==> src/rtl/ram_dp_sync_clr.sv <==
// 1W1R synchronous RAM with per-lane write mask and a one-word-per-cycle clear sequencer.
// Define RAM_DP_SYNC_CLR_BYPASS_EN to forward same-address write data to the read port.
module ram_dp_sync_clr #(
  parameter int                    DATA_WIDTH = 8,
  parameter int                    LANE_WIDTH = 8,
  parameter int                    ADDR_WIDTH = 8,
  parameter int                    RAM_DEPTH  = 1 << ADDR_WIDTH,
  parameter logic [DATA_WIDTH-1:0] CLR_VALUE  = '0,
  localparam int                   NUM_LANES  = DATA_WIDTH / LANE_WIDTH
) (
  input  logic                  clk,
  input  logic                  rst,
  input  logic                  wr_en,
  input  logic [ADDR_WIDTH-1:0] wr_addr,
  input  logic [DATA_WIDTH-1:0] wr_data,
  input  logic [NUM_LANES-1:0]  wr_mask,
  input  logic                  rd_en,
  input  logic [ADDR_WIDTH-1:0] rd_addr,
  input  logic                  clr_req,
  output logic [DATA_WIDTH-1:0] rd_data,
  output logic                  rd_valid,
  output logic                  busy
);

  localparam logic [ADDR_WIDTH:0] DEPTH_W   = (ADDR_WIDTH+1)'(RAM_DEPTH);
  localparam logic [ADDR_WIDTH:0] LAST_ADDR = (ADDR_WIDTH+1)'(RAM_DEPTH - 1);

  typedef enum logic {IDLE, CLEAR} state_e;

  state_e                state_q, state_d;
  logic [ADDR_WIDTH:0]   clr_cnt_q, clr_cnt_d;
  logic                  arm_q, arm_d;
  logic [DATA_WIDTH-1:0] rd_data_q, rd_data_d;
  logic                  rd_valid_q, rd_valid_d;

  logic clearing, clr_we, wr_acc, rd_acc, wr_in_range, rd_in_range;
  logic [NUM_LANES-1:0][LANE_WIDTH-1:0] rd_lanes;

  // arm_q stands in for the IDLE->CLEAR hop on reset release so busy rises
  // in the very first cycle after rst falls.
  assign clearing    = arm_q || (state_q == CLEAR);
  assign busy        = clearing && !rst;
  assign clr_we      = busy;
  assign wr_in_range = ({1'b0, wr_addr} < DEPTH_W);
  assign rd_in_range = ({1'b0, rd_addr} < DEPTH_W);
  assign wr_acc      = wr_en && !busy && !rst && wr_in_range;
  assign rd_acc      = rd_en && !busy && !rst;

  always_comb begin
    state_d   = state_q;
    clr_cnt_d = clr_cnt_q;
    arm_d     = 1'b0;
    if (clearing) begin
      state_d   = CLEAR;
      clr_cnt_d = clr_cnt_q + 1'b1;
      if (clr_cnt_q == LAST_ADDR) begin
        state_d   = IDLE;
        clr_cnt_d = '0;
      end
    end else if (clr_req) begin
      state_d = CLEAR;
    end
  end

  for (genvar l = 0; l < NUM_LANES; l++) begin : g_lane
    logic [LANE_WIDTH-1:0] mem [RAM_DEPTH];

    always_ff @(posedge clk) begin
      if (clr_we)
        mem[clr_cnt_q[ADDR_WIDTH-1:0]] <= CLR_VALUE[l*LANE_WIDTH +: LANE_WIDTH];
      else if (wr_acc && wr_mask[l])
        mem[wr_addr] <= wr_data[l*LANE_WIDTH +: LANE_WIDTH];
    end

`ifdef RAM_DP_SYNC_CLR_BYPASS_EN
    assign rd_lanes[l] = (wr_acc && wr_mask[l] && (wr_addr == rd_addr))
                       ? wr_data[l*LANE_WIDTH +: LANE_WIDTH] : mem[rd_addr];
`else
    assign rd_lanes[l] = mem[rd_addr];
`endif
  end

  always_comb begin
    rd_data_d  = rd_data_q;
    rd_valid_d = 1'b0;
    if (rd_acc) begin
      rd_valid_d = 1'b1;
      rd_data_d  = rd_in_range ? rd_lanes : '0;
    end
  end

  always_ff @(posedge clk) begin
    if (rst) begin
      state_q    <= IDLE;
      clr_cnt_q  <= '0;
      arm_q      <= 1'b1;
      rd_data_q  <= '0;
      rd_valid_q <= 1'b0;
    end else begin
      state_q    <= state_d;
      clr_cnt_q  <= clr_cnt_d;
      arm_q      <= arm_d;
      rd_data_q  <= rd_data_d;
      rd_valid_q <= rd_valid_d;
    end
  end

  assign rd_data  = rd_data_q;
  assign rd_valid = rd_valid_q;

endmodule

==> config.mk <==
export PLATFORM = sky130hd
export DESIGN_NAME = ram_dp_sync_clr
export DESIGN_NICKNAME = d
export VERILOG_FILES = /design/src/rtl/ram_dp_sync_clr.sv
export SDC_FILE = /design/constraint.sdc
export NUM_CORES = 2
export LEC_CHECK = 0
export ABC_CLOCK_PERIOD_IN_PS = 6900
export CAP_MARGIN = 20
export CELL_PAD_IN_SITES_DETAIL_PLACEMENT = 1
export CELL_PAD_IN_SITES_GLOBAL_PLACEMENT = 1
export CORE_MARGIN = 1.5
export CORE_UTILIZATION = 51
export CTS_CLUSTER_SIZE = 10
export DETAILED_ROUTE_END_ITERATION = 6
export DONT_BUFFER_PORTS = 1
export PLACE_DENSITY = 0.74
export SYNTH_ARGS = -nofsm -noshare
export SYNTH_HDL_FRONTEND = slang
export SYNTH_SLANG_ARGS = --single-unit
==> constraint.sdc <==
create_clock -name clk -period 6.9 [get_ports clk]
set_clock_uncertainty 0.2 [all_clocks]
set_input_delay 2.07 -clock clk [delete_from_list [all_inputs] [get_ports clk]]
set_output_delay 2.07 -clock clk [all_outputs]
set_load 0.02 [all_outputs]
==> flow_summary.ini <==
[outcome]
status = finished, violations left
failed_checks = max-slew violations

[clocking]
cts_hold_buf = 0
cts_made_buffers = 226
clk_latency_ns = 0.84
root_buffer = clkbuf_16
cts.sinks = 2068
cts_htree_levels = 4
ctsResizeCount = 0
post_cts_buffers = 0
clk_pin_slew_ns = 0.06
clockBufferDepth = 3
cts_tree = done

[worst_hold_path]
worstHoldPathCells = 2
min_from = clr_cnt_q[8]
min_to = clr_cnt_q[8]
hold_class = reg2reg

[timing]
maxSlewHeadroom_pct = -101.2
setup_viol = 0
hold_violations = 0
period_minus_slack_ns = 6.266
worst_pin_slew_ns = 3.019
slew_viol_final = 322
period_share_pct = 90.81
max_freq_mhz = 159.6
setup-tns-final_ns = 0
rsz0062_at_grt = no

[synthesis]
synth-compound-area-share_pct = 4.132
synthesis.nets = 4121
syn_inst = 4090
synth_top_area_cell = edfxtp_1
yosysTopAreaCellShare_pct = 75.80
synth_common_cells = edfxtp_1, mux4_2, nor2_1
synthMuxAreaShare_pct = 14.05
synth_xor_area_share_pct = 0.05398
async_flop_share_pct = 0
ys_seq_area_share_pct = 76.30
yosysWarnings = 0
synth-seq-cells = 2068
synth_cell_types = 78
synthSimpleGateAreaFrac_pct = 3.291
synth_top_family_by_area = multiplexers
synth.area.top_cells = edfxtp_1, mux4_2, mux2i_1, nor2_1, o22ai_1
synth_adder_area_share_pct = 0.01542
syn_area_um2 = 81130
synth_area_per_cell_um2 = 19.84
yosysMostFrequentCell = edfxtp_1
ys.flop_type = edfxtp_1
synth_edf_count = 2048

[die]
die_w_um = 401.8
dieHeight_um = 401.8
die-area_um2 = 161500
rows = 146
core_um2 = 158200
start_util_pct = 51.28
top_level_ports = 40

[worst_setup_path]
required_ns = 7.50
r2r_setup_slack_ns = 2.17
path_delay_family = simple AND/OR/NAND/NOR gates
reg2reg_depth = 7
cp_max_fo = 447
worstPathCellList = nand2_2, buf_4, buf_4, o221ai_1, o32ai_1, nor3_1, nand4_1, nor3_1, a211o_1
timing.rr.start = state_q
worst-setup-path-type = in2reg
cp.arrival_ns = 6.86
slowest_delay_ns = 0.79
path_buf_inv = 2
r2r-end = g_lane[0].mem[121][2]
startpoint_type = input port
cp_slowest_cell = nor3_1
crit_path_end_kind = register

[routing]
avgViaCountPerCell = 6.602
drtPass1Iterations = 6
wire_per_inst_um = 34.92
drc = 0
final_antenna_net_count = 0
drt-initial-drc-count = 5052
wl_mm = 222.5
vias = 42075

[place]
place_congestion = 0.8550
dpl.hpwl_mm = 133.2
port_buffers = 0

[global_route]
grt_pass1_wl_mm = 320.1
grt-ovfl-total = 0
first_global_vias = 43837
grt_max_degree = 577
grt_usage_pct = 27.68
antenna_found_initial = 11

[cells_and_area]
nNetsFinal = 4225
post-route-util_pct = 56.57
area_growth_pct = 10.31
post_route_cells_drive_above_1_share_pct = 17.36

[power_and_ir_drop]
power.density_nw_per_um2 = 281.8
ir_worst_vdd_v = 0.0002823
leakage_nw = 29.59

[run]
maxCapViolations = 0
==> flip-flops by register name, summed over array words and instances, names as in the netlist <==
register	flops
rd_valid	1
g_lane.mem	2048
rd_data	8
clr_cnt_q	9
arm_q	1
state_q	1
==> report_power, final <==
part / internal [mW] / switching [mW] / total (mW)
Clock: 6.04 / 4.62 / 10.7
Combinational: 0.354 / 0.530 / 0.883
Sequential: 13.7 / 0.0202 / 13.7
Total: 20.1 / 5.17 / 25.2
==> routing by layer <==
layer	vias up	share of wire (%)	global-route usage, %
met5	-	0.034	0
met4	10	3.8	10.45
met3	428	9.6	6.728
met2	2202	47	42.87
met1	22397	39	38.41
li1	17038	-	-
==> final cells by class <==
cell class	instances	area, um^2
antenna	3	7.507
clock buffer	318	6075
sequential	2068	61900
clock inverter	14	177.7
tap	2072	2592
timing repair buffer	119	1170
multi-input combinational	1770	17540
inverter	9	36.28
fill	13498	68700
==> stage by stage <==
step / worst slack, ns / cells / instance area (um^2) / hold slack (ns) / total power, mW
2_1_floorplan: 1.487 / 4090 / 81140 / 0.2085 / 14.58
3_3_place_gp: 0.8445 / 6030 / 83070 / 0.2172 / 14.67
3_5_place_dp: 0.7408 / 6032 / 83100 / 0.2243 / 14.68
4_1_cts: 1.581 / 6364 / 89350 / 0.2329 / 25.19
5_1_grt: 0.5759 / 6370 / 89490 / 0.2504 / 25.72
6_report: 0.6340 / 6373 / 89490 / 0.2299 / 25.22
==> placed cells by master, fill, tap and decap left out, types with 9 or more instances in the layout <==
cell type and count:
nand2b_1 10, nand4_1 11, a21oi_1 50, clkbuf_16 229
nand3_1 24, dfxtp_1 20, nor3_1 33, a211oi_1 64
o22ai_1 123, nor4_1 9, or3_1 9, o21ai_0 37
mux4_2 335, o221ai_1 51, or2_2 12, buf_4 97
nand2_1 116, mux2i_1 312, edfxtp_1 2048, clkbuf_1 88
a31oi_1 19, nor2_1 327, buf_12 15, mux2_2 9
mux4_1 24, a22oi_1 68
==> worst max-delay path by stage <==
stage,startpoint,to,slack (ns),cells after the start
3_3_place_gp,rd_addr[1],rd_data[4],0.84,8
2_1_floorplan,rst,g_lane[0].mem[0][0],1.49,5
4_1_cts,rd_addr[1],rd_data[4],1.58,8
5_1_grt,rd_addr[0],rd_data[1],0.58,9
6_report,rd_addr[1],rd_data[4],0.63,9
3_5_place_dp,rd_addr[1],rd_data[4],0.74,8
==> worst reg2reg max path, delay by kind of cell, from the launching register on <==
kind / cells / cell delay (ns)
buffers and inverters: 1 / 0.48
flip-flops: 1 / 0.30
AND/OR/NAND/NOR: 5 / 2.92
AO/OA/AOI/OAI: 1 / 0.44
==> cell families (layout without fill, tap and decap cells) <==
kind of cell,after synthesis,count (layout)
simple gates,607,607
compound gates,477,477
xor+xnor,5,5
other cells,0,3
fa+ha+maj,1,1
mux,680,680
flops,2068,2068
buf+inv,252,460
No activity file was read; power rests on OpenSTA's default activity.
